==> config.mk <==
export PLATFORM = sky130hd
export DESIGN_NAME = cronometro_ctrl_flat
export DESIGN_NICKNAME = d
export VERILOG_FILES = /design/src/rtl/cronometro_pkg.sv /design/src/rtl/cronometro_if.sv /design/src/rtl/cronometro_debounce.sv /design/src/rtl/cronometro_ctrl.sv /design/src/flat_wrapper.sv
export SDC_FILE = /design/constraint.sdc
export NUM_CORES = 1
export LEC_CHECK = 0
export ABC_AREA = 1
export BUFFER_PORTS_ARGS = -buffer_cell sky130_fd_sc_hd__buf_2
export CAP_MARGIN = 10
export CORE_ASPECT_RATIO = 0.7
export CORE_MARGIN = 5
export CORE_UTILIZATION = 25
export CTS_CLUSTER_SIZE = 24
export DETAILED_ROUTE_END_ITERATION = 16
export PLACE_DENSITY = 0.45
export SKIP_LAST_GASP = 1
export SYNTH_ARGS = -nofsm -noshare
export SYNTH_HDL_FRONTEND = slang
export SYNTH_SLANG_ARGS = --single-unit
==> constraint.sdc <==
create_clock -name CLK -period 3.8 [get_ports CLK]
set_input_delay 0.76 -clock CLK [delete_from_list [all_inputs] [get_ports CLK]]
set_output_delay 0.76 -clock CLK [all_outputs]
set_load 0.03 [all_outputs]
==> src/rtl/cronometro_pkg.sv <==
// Shared definitions for the stopwatch control bus: state encoding, debounce
// default and the decode from FSM state to the level-type mode lines.
package cronometro_pkg;

    typedef enum logic [1:0] {
        ST_IDLE   = 2'd0,
        ST_RUN    = 2'd1,
        ST_PAUSED = 2'd2,
        ST_LAP    = 2'd3
    } state_t;

    localparam int unsigned DEB_CYCLES_DEFAULT = 32'd250000;

    typedef struct packed {
        logic a;
        logic p;
        logic h;
    } level_lines_t;

    function automatic level_lines_t level_lines(input state_t st);
        level_lines_t ll;
        ll.a = 1'b0;
        ll.p = 1'b0;
        ll.h = 1'b0;
        case (st)
            ST_RUN:    ll.a = 1'b1;
            ST_LAP:    begin
                ll.a = 1'b1;
                ll.h = 1'b1;
            end
            ST_PAUSED: ll.p = 1'b1;
            default:   ll.a = 1'b0;
        endcase
        return ll;
    endfunction

endpackage

==> src/rtl/cronometro_if.sv <==
// Mode-line bus from the front-panel controller to the digit counter modules.
interface cronometro_if;
    logic A;
    logic P;
    logic H;
    logic M;
    logic L;
    logic G;

    modport master (output A, P, H, M, L, G);
    modport slave  (input  A, P, H, M, L, G);
endinterface

==> src/rtl/cronometro_debounce.sv <==
// One push-button front end: 2-FF synchroniser, debounce counter and a
// registered one-cycle press pulse on each accepted rising level.
module cronometro_debounce
    import cronometro_pkg::*;
#(
    parameter int unsigned DEB_CYCLES = DEB_CYCLES_DEFAULT
) (
    input  logic CLK,
    input  logic RST,
    input  logic btn,
    output logic level,
    output logic press
);

    localparam int unsigned CNT_W = $clog2(DEB_CYCLES + 32'd1);
    localparam logic [CNT_W-1:0] CNT_LAST = CNT_W'(DEB_CYCLES - 32'd1);

    logic [1:0]       sync_r;
    logic [CNT_W-1:0] cnt_r;
    logic             level_r;
    logic             press_r;
    logic             differ_s;

    assign differ_s = sync_r[1] ^ level_r;
    assign level    = level_r;
    assign press    = press_r;

    // two-flop synchroniser for the asynchronous raw button
    always_ff @(posedge CLK) begin
        if (RST) begin
            sync_r <= 2'b00;
        end else begin
            sync_r <= {sync_r[0], btn};
        end
    end

    // accept a new level only after DEB_CYCLES consecutive differing samples
    always_ff @(posedge CLK) begin
        if (RST) begin
            cnt_r   <= {CNT_W{1'b0}};
            level_r <= 1'b0;
            press_r <= 1'b0;
        end else begin
            press_r <= 1'b0;
            if (!differ_s) begin
                cnt_r <= {CNT_W{1'b0}};
            end else if (cnt_r == CNT_LAST) begin
                cnt_r   <= {CNT_W{1'b0}};
                level_r <= sync_r[1];
                press_r <= sync_r[1];
            end else begin
                cnt_r <= cnt_r + CNT_W'(1);
            end
        end
    end

endmodule

==> src/rtl/cronometro_ctrl.sv <==
// Stopwatch front-panel controller: three debounced buttons drive the
// run/pause/lap/clear FSM that produces the registered mode lines.
module cronometro_ctrl
    import cronometro_pkg::*;
#(
    parameter int unsigned DEB_CYCLES = DEB_CYCLES_DEFAULT
) (
    input  logic          CLK,
    input  logic          RST,
    input  logic          B_SS,
    input  logic          B_LAP,
    input  logic          B_PRE,
    cronometro_if.master  bus
);

    state_t       state_r;
    level_lines_t ll_r;
    logic         m_r;
    logic         l_r;
    logic         g_r;
    logic         ss_s;
    logic         lap_s;
    logic         pre_s;

    cronometro_debounce #(.DEB_CYCLES(DEB_CYCLES)) u_deb_ss (
        .CLK(CLK), .RST(RST), .btn(B_SS), .level(), .press(ss_s)
    );
    cronometro_debounce #(.DEB_CYCLES(DEB_CYCLES)) u_deb_lap (
        .CLK(CLK), .RST(RST), .btn(B_LAP), .level(), .press(lap_s)
    );
    cronometro_debounce #(.DEB_CYCLES(DEB_CYCLES)) u_deb_pre (
        .CLK(CLK), .RST(RST), .btn(B_PRE), .level(), .press(pre_s)
    );

    assign bus.A = ll_r.a;
    assign bus.P = ll_r.p;
    assign bus.H = ll_r.h;
    assign bus.M = m_r;
    assign bus.L = l_r;
    assign bus.G = g_r;

    // FSM with registered outputs; SS outranks LAP, LAP outranks PRE
    always_ff @(posedge CLK) begin
        if (RST) begin
            state_r <= ST_IDLE;
            ll_r    <= level_lines(ST_IDLE);
            m_r     <= 1'b0;
            l_r     <= 1'b0;
            g_r     <= 1'b1;
        end else begin
            l_r <= 1'b0;
            g_r <= 1'b0;
            case (state_r)
                ST_IDLE: begin
                    if (ss_s) begin
                        state_r <= ST_RUN;
                        ll_r    <= level_lines(ST_RUN);
                    end else if (lap_s) begin
                        m_r <= ~m_r;
                    end else if (pre_s) begin
                        l_r <= 1'b1;
                    end else begin
                        state_r <= ST_IDLE;
                    end
                end
                ST_RUN: begin
                    if (ss_s) begin
                        state_r <= ST_PAUSED;
                        ll_r    <= level_lines(ST_PAUSED);
                    end else if (lap_s) begin
                        state_r <= ST_LAP;
                        ll_r    <= level_lines(ST_LAP);
                    end else begin
                        state_r <= ST_RUN;
                    end
                end
                ST_LAP: begin
                    if (ss_s) begin
                        state_r <= ST_PAUSED;
                        ll_r    <= level_lines(ST_PAUSED);
                    end else if (lap_s) begin
                        state_r <= ST_RUN;
                        ll_r    <= level_lines(ST_RUN);
                    end else begin
                        state_r <= ST_LAP;
                    end
                end
                ST_PAUSED: begin
                    if (ss_s) begin
                        state_r <= ST_RUN;
                        ll_r    <= level_lines(ST_RUN);
                    end else if (lap_s) begin
                        state_r <= ST_IDLE;
                        ll_r    <= level_lines(ST_IDLE);
                        g_r     <= 1'b1;
                    end else begin
                        state_r <= ST_PAUSED;
                    end
                end
                default: begin
                    state_r <= ST_IDLE;
                    ll_r    <= level_lines(ST_IDLE);
                end
            endcase
        end
    end

endmodule

==> src/flat_wrapper.sv <==
// flat-port wrapper written by rule: the top's interface ports become plain ports
module cronometro_ctrl_flat import cronometro_pkg::*;
#(
    parameter int unsigned DEB_CYCLES = DEB_CYCLES_DEFAULT
)
  (CLK, RST, B_SS, B_LAP, B_PRE, bus_A, bus_P, bus_H, bus_M, bus_L, bus_G);
  cronometro_if bus_i ();
  input  logic CLK;
  input  logic RST;
  input  logic B_SS;
  input  logic B_LAP;
  input  logic B_PRE;
  output wire logic [$bits(bus_i.A)-1:0] bus_A;
  output wire logic [$bits(bus_i.P)-1:0] bus_P;
  output wire logic [$bits(bus_i.H)-1:0] bus_H;
  output wire logic [$bits(bus_i.M)-1:0] bus_M;
  output wire logic [$bits(bus_i.L)-1:0] bus_L;
  output wire logic [$bits(bus_i.G)-1:0] bus_G;
  assign bus_A = bus_i.A;
  assign bus_P = bus_i.P;
  assign bus_H = bus_i.H;
  assign bus_M = bus_i.M;
  assign bus_L = bus_i.L;
  assign bus_G = bus_i.G;
  cronometro_ctrl #(.DEB_CYCLES(DEB_CYCLES)) u_core (.CLK(CLK), .RST(RST), .B_SS(B_SS), .B_LAP(B_LAP), .B_PRE(B_PRE), .bus(bus_i));
endmodule
==> metrics.yaml <==
status: "finished, final reports clean"
cts_tree: "yes"
crit_fanout: 3
gp_congestion: 0.7964
ys_seq_area_share_pct: 40.86
crit-reg2reg-launch: "u_core.u_deb_ss.cnt_r[0]$_SDFF_PP0_"
std_cell_rows: 36
grt-ovfl-total: 0
syn_nets: 530
cp_cell_sequence: "buf_2"
end_kind: "output port"
slowest_delay_ns: 0.34
hold_buffers: 0
grt.total_usage_pct: 9.366
drt-total-wl_mm: 7.409
final_net_count: 546
layout-drive-gt1-share_pct: 9.410
seqCellArea_um2: 1481
worstPathRequired_ns: 3.04
hold_path.class: "reg -> reg"
reg2reg_setup_slack_ns: 2.21
die_h_um: 110.8
crit_path_top_delay_cell: "dfxtp_1"
grt_max_degree: 19
crit_arrival_ns: 0.88
maxSlewViolCount: 0
cts.sinks: 74
post-cts-setup-buffers: 0
cp.depth: 1
layout_common_cells: "nor2_1, nand2_1, dfxtp_1"
fin_crit_sh_pct: 43.11
multi_input_area_um2: 1852
yosys_warnings: 0
start_util_pct: 25.80
grt_pass1_vias: 2817
drt_iter0_markers: 145
cap_violations: 0
crit_type: "reg -> out"
layout_commonest_cell: "nor2_1"
die-area_um2: 17050
antenna_left: 0
syn-mean-instance-area_um2: 6.960
slew_headroom_pct: 69.29
cts_root_buf: "clkbuf_16"
antenna_found_initial: 0
first_pass_iters: 4
n_fill_cell: 1564
areaGrowthSynthToFinish_pct: 14.91
fmax_mhz: 610.5
startpoint_type: "register"
drc: 0
top_layer: "met4"
core_region_area_um2: 14050
finalCriticalPeriod_ns: 1.638
p_leak_nw: 1.430
setup_tns_ns: 0
vias_per_cell: 4.053
p_total_mw: 1.648
crit_family: "flip-flops"
postPlaceCellArea_um2: 3872
power_density_nw_per_um2: 395.4
port_buffers: 10
detailroute.via_count: 2967
grt_pass1_wl_mm: 13.22
ir_worst_vdd_v: 0.0001785
skew_ns: 0.008060
post_cts_resized: 0
synth_seq_cells: 74
dpl.hpwl_mm: 5.475
crit_buf_inv: 1
met1_length_mm: 4.138
whs_ns: 0.3956
clk_pin_slew_ns: 0.06
reg2reg_to: "u_core.u_deb_ss.cnt_r[14]$_SDFF_PP0_"
finalSetupViolCount: 0
antenna_cells: 0
cts_buffers: 9
worstRegToRegCells: 6
crit_start: "u_core.bus.M$_SDFFE_PP0N_"
hp-start: "u_core.u_deb_pre.sync_r[0]$_SDFF_PP0_"
fin_util_pct: 29.65
syn_area_um2: 3626
rsz0062_at_grt: "false"
clock_path_buffers: 2
clock_latency_ns: 0.33
synth_cell_type_count: 28
final-hold-violation-count: 0
die_x_um: 153.9
io_pins: 11
wire_per_inst_um: 10.12
htree_levels: 3
final_cell_area_um2: 4167
wl_met3_um: 349
worst_pin_slew_ns: 0.4601
syn_inst: 521
met2WireLength_mm: 2.835
endpoint: "bus_M"
-- kinds of logic after synthesis --
logic type / count (synthesis) / synth area share [%]
AND/OR/NAND/NOR: 313 / 38.10
flip-flops: 74 / 40.86
buffers and inverters: 72 / 8.075
XOR/XNOR: 33 / 7.971
AO/OA/AOI/OAI: 25 / 3.623
adder cells (fa/ha/maj): 4 / 1.380
-- tightest hold or removal path: stages (launching register included) --
cell and delay [ns]:
dfxtp_1 0.29, inv_1 0.04, nor2_1 0.03
-- metrics by stage --
step / cells / setup WS [ns]
2_1_floorplan: 521 / 2.259
3_3_place_gp: 716 / 1.869
3_5_place_dp: 716 / 1.815
4_1_cts: 732 / 2.131
5_1_grt: 732 / 1.995
6_report: 732 / 2.162
-- worst min-delay path by stage --
stage / end / slack, ns / cells past startpoint
4_1_cts: u_core.u_deb_pre.sync_r[1]$_SDFF_PP0_ / 0.39 / 2
5_1_grt: u_core.u_deb_ss.sync_r[1]$_SDFF_PP0_ / 0.43 / 2
3_5_place_dp: u_core.u_deb_pre.sync_r[1]$_SDFF_PP0_ / 0.39 / 2
2_1_floorplan: u_core.u_deb_lap.sync_r[1]$_SDFF_PP0_ / 0.39 / 2
6_report: u_core.u_deb_pre.sync_r[1]$_SDFF_PP0_ / 0.40 / 2
3_3_place_gp: u_core.u_deb_pre.sync_r[1]$_SDFF_PP0_ / 0.40 / 2
-- Yosys cell counts, drive strengths merged --
cell type  instances  share of area, %
dfxtp             74                41
xnor2             12               2.9
o21ai              6              0.83
nor2             137                16
nand4              9               1.6
clkbuf             2              0.21
inv               67               6.9
nor3               2              0.28
a32oi              1              0.24
ha                 4               1.4
a21oi             17               2.3
nand3             42               6.6
nand3b             4              0.83
and2               1              0.17
xor2              21               5.1
or2                2              0.35
o21bai             1              0.21
buf                3              0.93
nor3b              1              0.21
nand2            115                13
-- final cells by class --
class                           instances  share of cell area [%]
Sequential cell                        74                   35.56
Multi-Input combinational cell        375                   44.44
Tap cell                              190                   5.706
Clock buffer                           10                   5.495
Inverter                               67                   6.036
Timing Repair Buffer                   10                   1.201
Clock inverter                          6                   1.562
-- sequential cells by signal, summed over array words and instances, names as in the netlist, 2 cells and up --
register                 count
u_core.state_r               2
u_core.u_deb_pre.sync_r      2
u_core.u_deb_lap.sync_r      2
u_core.u_deb_ss.sync_r       2
u_core.u_deb_ss.cnt_r       18
u_core.u_deb_pre.cnt_r      18
u_core.u_deb_lap.cnt_r      18
-- metal layers --
| layer | vias up | global-route usage [%] |
|---|---|---|
| met5 | - | 0 |
| met4 | 0 | 2.647 |
| met3 | 4 | 3.668 |
| met2 | 45 | 13.28 |
| met1 | 1278 | 13.10 |
| li1 | 1640 | - |
-- power by group --
part	switching (mW)	internal [mW]
Sequential	0.00273	0.780
Combinational	0.0149	0.00594
Clock	0.333	0.511
Total	0.351	1.30
Note: power is estimated with default switching activity, not from simulation.
